### src/rtl/matrix_row_driver.sv
// matrix_row_driver
//   Row-side companion of a 5-column ring-counter LED matrix scan. Drives the
//   row pattern for the active column from a double-buffered frame store of
//   three mirrored column slots (cols 4/0, 3/1, 2). A writer fills the shadow
//   buffer over a valid/ready handshake; the shadow is promoted to the front
//   buffer only when the scan passes the last column, so no frame tears.
//
// Ports
//   clock     in   1     system clock, rising edge
//   reset     in   1     synchronous, active-high reset
//   col       in   5     one-hot active column, 5'b10000 = first column
//   wr_valid  in   1     writer presents a column pattern
//   wr_ready  out  1     pattern accepted this cycle when wr_valid is high
//   wr_col    in   2     target slot (0: cols 4/0, 1: cols 3/1, 2: col 2, 3: illegal)
//   wr_data   in   ROWS  pattern, bit r = 1 lights row r
//   wr_last   in   1     final write of an image, arms the buffer swap
//   row       out  ROWS  row drive for the active column
//   swapped   out  1     one-cycle pulse, new image became visible
//   wr_err    out  1     one-cycle pulse, accepted write targeted slot 3
//   col_error out  1     col is not exactly one-hot
module matrix_row_driver #(
  parameter int ROWS       = 7,
  parameter bit ACTIVE_LOW = 1'b1
) (
  input  logic            clock,
  input  logic            reset,
  input  logic [4:0]      col,
  input  logic            wr_valid,
  output logic            wr_ready,
  input  logic [1:0]      wr_col,
  input  logic [ROWS-1:0] wr_data,
  input  logic            wr_last,
  output logic [ROWS-1:0] row,
  output logic            swapped,
  output logic            wr_err,
  output logic            col_error
);

  typedef enum logic {IDLE = 1'b0, PENDING = 1'b1} state_t;

  localparam logic [ROWS-1:0] ROW_OFF = ACTIVE_LOW ? {ROWS{1'b1}} : {ROWS{1'b0}};
  localparam logic [4:0]      COL_LAST = 5'b00001;

  state_t          state_r;
  state_t          state_next_s;
  logic [ROWS-1:0] front_r  [3];
  logic [ROWS-1:0] shadow_r [3];
  logic            swapped_r;
  logic            wr_err_r;
  logic            handshake_s;
  logic            swap_s;
  logic            col_error_s;
  logic [ROWS-1:0] pattern_s;

  // True when exactly one of the five column bits is set.
  function automatic logic is_one_hot5(input logic [4:0] v);
    logic [2:0] n;
    n = 3'd0;
    for (int i = 0; i < 5; i++) begin
      n = n + {2'd0, v[i]};
    end
    return (n == 3'd1);
  endfunction

  // State register.
  always_ff @(posedge clock) begin
    if (reset) begin
      state_r <= IDLE;
    end else begin
      state_r <= state_next_s;
    end
  end

  // Next-state logic: a wr_last handshake arms the swap, the last column fires it.
  always_comb begin
    state_next_s = state_r;
    case (state_r)
      IDLE: begin
        if (handshake_s && wr_last) begin
          state_next_s = PENDING;
        end else begin
          state_next_s = IDLE;
        end
      end
      PENDING: begin
        if (col == COL_LAST) begin
          state_next_s = IDLE;
        end else begin
          state_next_s = PENDING;
        end
      end
      default: state_next_s = IDLE;
    endcase
  end

  // FSM outputs: writes are only accepted in IDLE and never while reset is held.
  always_comb begin
    if ((state_r == IDLE) && !reset) begin
      wr_ready = 1'b1;
    end else begin
      wr_ready = 1'b0;
    end
    handshake_s = wr_valid && wr_ready;
    // Exact match on the last column; a malformed col never promotes the image.
    swap_s = (state_r == PENDING) && (col == COL_LAST);
  end

  // Frame store: promote shadow on swap, load shadow on a legal handshake.
  always_ff @(posedge clock) begin
    if (reset) begin
      for (int i = 0; i < 3; i++) begin
        front_r[i]  <= {ROWS{1'b0}};
        shadow_r[i] <= {ROWS{1'b0}};
      end
    end else begin
      if (swap_s) begin
        for (int i = 0; i < 3; i++) begin
          front_r[i] <= shadow_r[i];
        end
      end
      // Swap and handshake are exclusive since wr_ready is low in PENDING.
      if (handshake_s) begin
        case (wr_col)
          2'd0:    shadow_r[0] <= wr_data;
          2'd1:    shadow_r[1] <= wr_data;
          2'd2:    shadow_r[2] <= wr_data;
          default: ; // slot 3 is illegal: handshake completes, nothing stored
        endcase
      end
    end
  end

  // Status pulses, one cycle after the triggering edge.
  always_ff @(posedge clock) begin
    if (reset) begin
      swapped_r <= 1'b0;
      wr_err_r  <= 1'b0;
    end else begin
      swapped_r <= swap_s;
      wr_err_r  <= handshake_s && (wr_col == 2'd3);
    end
  end

  assign swapped = swapped_r;
  assign wr_err  = wr_err_r;

  // Mirrored slot decode: columns 4/0 and 3/1 share a pattern.
  always_comb begin
    col_error_s = !is_one_hot5(col);
    case (col)
      5'b10000, 5'b00001: pattern_s = front_r[0];
      5'b01000, 5'b00010: pattern_s = front_r[1];
      5'b00100:           pattern_s = front_r[2];
      default:            pattern_s = {ROWS{1'b0}};
    endcase
  end

  // Row drive, zero latency from col; blanked during reset or on a bad column.
  always_comb begin
    if (reset || col_error_s) begin
      row = ROW_OFF;
    end else if (ACTIVE_LOW) begin
      row = ~pattern_s;
    end else begin
      row = pattern_s;
    end
  end

  assign col_error = col_error_s;

endmodule
### config.mk
export PLATFORM = sky130hd
export DESIGN_NAME = matrix_row_driver
export DESIGN_NICKNAME = d
export VERILOG_FILES = /design/src/rtl/matrix_row_driver.sv
export SDC_FILE = /design/constraint.sdc
export NUM_CORES = 1
export LEC_CHECK = 0
export CORE_AREA = 10 10 61 113
export DETAILED_ROUTE_END_ITERATION = 10
export DIE_AREA = 0 0 71 123
export GPL_TIMING_DRIVEN = 0
export PLACE_DENSITY_LB_ADDON = 0.12
export SYNTH_ARGS = -nofsm -noshare
export SYNTH_HDL_FRONTEND = slang
export SYNTH_SLANG_ARGS = --single-unit
export TNS_END_PERCENT = 10
### constraint.sdc
create_clock -name clock -period 2.35 [get_ports clock]
set_input_delay 0.235 -clock clock [delete_from_list [all_inputs] [get_ports clock]]
set_output_delay 0.235 -clock clock [all_outputs]
set_load 0.02 [all_outputs]
==> qor.yml, run 1 <==
min_path:
  worstHoldStart: "shadow_r[0][4]"
  worstHoldPathType: "register to register"
  worstHoldPathCells: 1
  hold_end: "front_r[0][4]"
clocking:
  cts_max_path_buffers: 2
  clk_pin_slew_ns: 0.08
  cts_tree: "yes"
  clock_sinks: 45
  clock_latency_ns: 0.28
  cts-root-buf: "clkbuf_8"
  cts.htree.levels: 2
  numCtsBuffers: 5
timing:
  layout_min_cycle_time_ns: 2.72
  tightest_slew_ns: 0.971
  slew_violations: 0
  relSlewSlack_pct: 35.3
  grt_setup_unrepaired: "true"
  clock_skew_ns: 0.00576
  setup_viol: 8
  post-route-period-util_pct: 116
  worst_slack_ns: -0.373
  hold_ws_ns: 0.515
  hold_viol_final: 0
  fmax_mhz: 367
pwr:
  switching_share_pct: 21.6
  leakagePower_nw: 0.937
  ir_drop_mv: 0.557
  p_switching_mw: 0.327
  combPwrFrac_pct: 10.0
  sequentialPowerShare_pct: 60.8
  p_per_area_mw_per_mm2: 612
  clkPwrFrac_pct: 29.2
  internal_power_mw: 1.19
critical_path:
  reg2reg_to: "front_r[0][19]"
  rr_worst_depth: 2
  r2r_slack_ns: 0.68
  cp-end-kind: "output pin"
  r2r-start: "state_r"
  path_class: "primary input to output pin"
  crit_start: "col[0]"
  required_ns: 2.12
  worstPathMaxFanout: 7
  worst_setup_path_start_kind: "primary input"
  arrival_ns: 2.49
synthesis:
  ys_seq_area_share_pct: 67.0
  yosys_warnings: 0
  syn_avg_cell_area_um2: 14.1
  synthTopCellsByCount: "42 x edfxtp_1, 29 x and2_1, 9 x a21o_1, 9 x nand2_1, 8 x inv_1"
  async_flop_share_pct: 0
  syn_nets: 164
  yosysMostFrequentCell: "edfxtp_1"
  synth_cell_type_count: 26
  synth_seq_cells: 45
  synth_top_area_share_pct: 64.0
  synth.top_cells.by_area: "edfxtp_1 64%, and2_1 9.2%, a21o_1 3.4%"
  synth-main-ff-cell: "edfxtp_1"
  postSynthCellCount: 140
  syn_area_mm2: 0.00197
  synth_largest_area_cell: "edfxtp_1"
  synth_edf_count: 42
routing:
  vias: 1154
  postRouteAntennaNets: 0
  avgRoutedWirePerCell_um: 16.0
  vias_per_cell: 4.89
  drt_iter0_drc: 53
  wl_mm: 3.78
  first_pass_iters: 4
  drc: 0
global_route:
  grt_usage_pct: 9.39
  overflow: 0
  grt_pass1_vias: 1295
  grt_max_degree: 23
  antenna_found_initial: 0
  grt_pass1_wl_mm: 6.45
layout:
  nets: 201
  drive_gt1_share_pct: 19.7
  diodes: 0
  fin_util_pct: 48.7
  nFillCells: 477
  syn_to_final_growth_pct: 25.9
place:
  dp_hpwl_mm: 3.02
  port_buffers: 27
  place.gp.congestion: 0.858
floorplanning:
  io_pins: 29
  die_height_um: 123
  coreArea_mm2: 0.00509
  placementRows: 37
  die_area_mm2: 0.00873
  start_util_pct: 38.7
  die_w_um: 71
run_status:
  failed_checks: "setup timing"
  status: "finished, violations left"
flow_run:
  max-cap-violations: 0
-- cell type report --
class / count / area (µm²) / area share [%]
sequential: 45 / 1320 / 53.3
inverter: 9 / 38.8 / 1.56
clock inverter: 1 / 5.00 / 0.202
timing repair buffer: 30 / 304 / 12.3
clock buffer: 7 / 76.3 / 3.08
tap: 58 / 72.6 / 2.92
buffer: 3 / 30.0 / 1.21
multi-input combinational: 83 / 633 / 25.5
-- worst max-delay path by stage --
stage,end,slack [ns],cells after the start
6_report,row[3],-0.37,11
5_1_grt,row[4],-0.48,11
4_1_cts,row[3],-0.37,11
3_5_place_dp,row[5],-1.25,11
3_3_place_gp,row[0],-1.21,11
2_1_floorplan,row[0],-0.19,10
-- metal layers --
| metal | wire length (µm) | global-route usage [%] | vias to the layer above |
|---|---|---|---|
| li1 | - | - | 572 |
| met1 | 1230 | 7.71 | 547 |
| met2 | 2310 | 19.3 | 30 |
| met3 | 178 | 2.41 | 5 |
| met4 | 61 | 4.62 | 0 |
| met5 | 0 | 0 | - |
-- state kept, by name (all words and copies together) (netlist names) --
name / cells
wr_err: 1
swapped: 1
shadow_r: 21
front_r: 21
state_r: 1
-- power by group through the flow --
stage,clock network (mW),registers [mW],logic (mW)
detailed placement,0,0.942,0.140
floorplan,0,0.939,0.0732
global route,0.494,0.927,0.167
CTS,0.458,0.924,0.152
global placement,0,0.940,0.133
finish,0.444,0.923,0.151
-- cells by family after synthesis --
logic type,synth area share (%)
simple gates,15.6
flops,67.0
compound gates,9.02
buf+inv,2.79
fa+ha+maj,4.57
mux,1.02
-- placed cells by master, fill, tap and decap left out, types with 4 or more instances in the layout --
| cell | instances |
|---|---|
| edfxtp_1 | 42 |
| and2_1 | 29 |
| clkbuf_8 | 5 |
| nand2_1 | 9 |
| inv_1 | 4 |
| nor2_1 | 5 |
| clkdlybuf4s50_1 | 15 |
| a22oi_1 | 7 |
| buf_6 | 8 |
| a21o_1 | 9 |
-- critical path: stages --
cell and delay (ns):
buf_8 0.08, inv_4 0.03, fa_1 0.49, fa_2 0.35, inv_2 0.07, ha_4 0.19, or3_4 0.40, nor2_4 0.14
o221ai_4 0.17, a21o_1 0.21, buf_6 0.13
-- metrics by stage --
step	setup TNS, ns	power, mW	area [µm²]	setup slack [ns]	instances
final	-2.62	1.52	2480	-0.373	236
after global placement	-9.12	1.07	2320	-1.21	225
after global routing	-3.45	1.59	2480	-0.481	236
after CTS	-2.60	1.53	2470	-0.366	236
after floorplan	-1.33	1.01	1980	-0.190	140
after detailed placement	-9.44	1.08	2320	-1.25	225
-- what timing repair did --
item                                   in CTS  in global routing
endpoints found under the hold margin       0                  0
pin swaps                                   4                  4
resized for setup                          64                  3
hold buffers                                0                  0
setup endpoints to repair                   8                  8
buffers inserted                            3                  0
Note: power is estimated with default switching activity, not from simulation.
==> inputs of run 2 (changes only) <==
Settings changed: SLEW_MARGIN set to 40.
==> run 2 against run 1 <==
The run still ends with setup timing left. Routed wire length up 0.40%. Register-to-register slack better by 0.28 ns. Core utilization up 0.17 points. Clock-buffer cell count down 1. Die area unchanged. Power up 0.26%.
==> qor.yml, run 2 (synthesis results as in run 1) <==
run_status:
  status: "finished, violations left"
  failed_checks: "setup timing"
pwr:
  p_per_area_mw_per_mm2: 612  # about the same
  leakagePower_nw: 0.943  # +0.60%
  p_total_mw: 1.52  # +0.26%
  ir_drop_mv: 0.548  # -1.6%
floorplanning:
  io_pins: 29  # unchanged
  die_area_mm2: 0.00873  # unchanged
  start_util_pct: 38.7  # unchanged
  placementRows: 37  # unchanged
  die_height_um: 123  # unchanged
  die_w_um: 71  # unchanged
  coreArea_mm2: 0.00509  # unchanged
timing:
  worst_slack_ns: -0.378  # -0.00496 ns
  fmax_mhz: 367  # -0.18%
  slew_violations: 0  # unchanged
  hold_viol_final: 0  # unchanged
  post-route-period-util_pct: 116  # +0.21 points
  layout_min_cycle_time_ns: 2.73  # +0.00496 ns
  hold_ws_ns: 0.518  # +0.00263 ns
  grt_setup_unrepaired: "true"
  relSlewSlack_pct: 64.6  # +29 points
  tightest_slew_ns: 0.528  # -0.443 ns
  setup_viol: 8  # unchanged
  clock_skew_ns: 0.00362  # -0.00214 ns
critical_path:
  path_class: "primary input to output pin"
  required_ns: 2.12  # about the same
  arrival_ns: 2.49  # about the same
  cp_slowest_cell: "fa_1"
  cp_num_buf_inv: 4  # unchanged
  cp-end-kind: "output pin"
  worst_setup_path_start_kind: "primary input"
  slowest_delay_ns: 0.49  # about the same
  crit_family: "adder cells"
  crit_chain: "buf_8 -> inv_4 -> fa_1 -> fa_2 -> inv_2 -> ha_4 -> or3_4 -> nor2_4 -> o221ai_4 -> a21o_1 -> buf_6"
  worstPathMaxFanout: 7  # unchanged
global_route:
  grt_pass1_wl_mm: 6.40  # -0.85%
  grt_pass1_vias: 1337  # +3.2%
  antenna_found_initial: 0  # unchanged
  overflow: 0  # unchanged
  grt_max_degree: 23  # unchanged
  grt_usage_pct: 9.39  # about the same
layout:
  diodes: 0  # unchanged
  final_cell_mix: "42 x edfxtp_1, 29 x and2_1, 15 x clkdlybuf4s50_1"
  syn_to_final_growth_pct: 26.3
  drive_gt1_share_pct: 21.3  # +1.7 points
  nets: 202  # +0.50%
  final_common_cell: "edfxtp_1"
  top_regs: "front_r (21), shadow_r (21)"
place:
  dp_hpwl_mm: 3.01  # about the same
  place.gp.congestion: 0.858  # unchanged
  port_buffers: 27  # unchanged
  place_worst_setup_slack_ns: -1.25  # +0.00205 ns
clocking:
  cts.htree.levels: 2  # unchanged
  clock_sinks: 45  # unchanged
  cts-root-buf: "clkbuf_8"
  numCtsBuffers: 5  # unchanged
  clk_pin_slew_ns: 0.08  # about the same
  cts_max_path_buffers: 2  # unchanged
  clock_latency_ns: 0.29  # about the same
  cts_tree: "yes"
routing:
  first_pass_iters: 4  # unchanged
  wl_mm: 3.79  # +0.40%
  vias_per_cell: 4.94  # +1.1%
  postRouteAntennaNets: 0  # unchanged
  drc: 0  # unchanged
  drt_iter0_drc: 48  # -9.4%
  vias: 1167  # +1.1%
  avgRoutedWirePerCell_um: 16.1  # +0.40%
flow_run:
  max-cap-violations: 0  # unchanged
min_path:
  worstHoldPathType: "register to register"
[run 2: cell count changes in the layout (fill, tap and decap cells not counted)]
cell | previous run | this run
buf_4 | 3 | 4
buf_6 | 8 | 9
clkbuf_1 | 2 | 1
dlygate4sd2_1 | 3 | 2
nand2b_1 | 1 | 0
nand2b_2 | 0 | 1
[run 2: area by class of cell]
type | instances | area (µm²)
clock inverters | 1 | 5.00
well taps | 58 | 72.6
multi-input cells | 83 | 636
repair buffers | 31 | 314
plain buffers | 3 | 30.0
fillers | 475 | 2600
inverters | 9 | 38.8
flip-flops and latches | 45 | 1320
clock buffers | 6 | 72.6
[run 2: per-layer routing]
metal  GRT usage (%)  vias to the layer above  wire length (µm)
met5               0                        -                 0
met4            5.60                        0                76
met3            2.25                        5               126
met2            19.2                       26              2340
met1            7.49                      559              1250
li1                -                      577                 -
[run 2: per-stage QoR]
stage          area (µm²)  util, %  TNS [ns]  cells
2_1_floorplan        1980        -     -1.33    140
3_3_place_gp         2320     45.6     -9.12    225
3_5_place_dp         2330     45.7     -9.42    225
4_1_cts              2450     48.1     -2.64    235
5_1_grt              2490     48.9     -3.36    236
6_report             2490     48.9     -2.58    236
[run 2: repair_timing]
action                                  4_1_cts  5_1_grt
hold buffers                                  0        0
pin swaps                                     4        4
endpoints found under the setup margin        8        8
buffers inserted                              3        1
resized for setup                            58       11
[run 2: final timing paths]
check	from	to	slack, ns	cells after the start
max	col[0]	row[3]	-0.38	11
min	shadow_r[0][4]	front_r[0][4]	0.52	1
max reg2reg	state_r	front_r[0][15]	0.96	2
min reg2reg	shadow_r[0][4]	front_r[0][4]	0.52	1
[run 2: where the power goes]
group          switching (mW)  internal [mW]
Combinational          0.0850         0.0760
Sequential            0.00912          0.914
Clock                   0.237          0.202
Total                   0.331           1.19
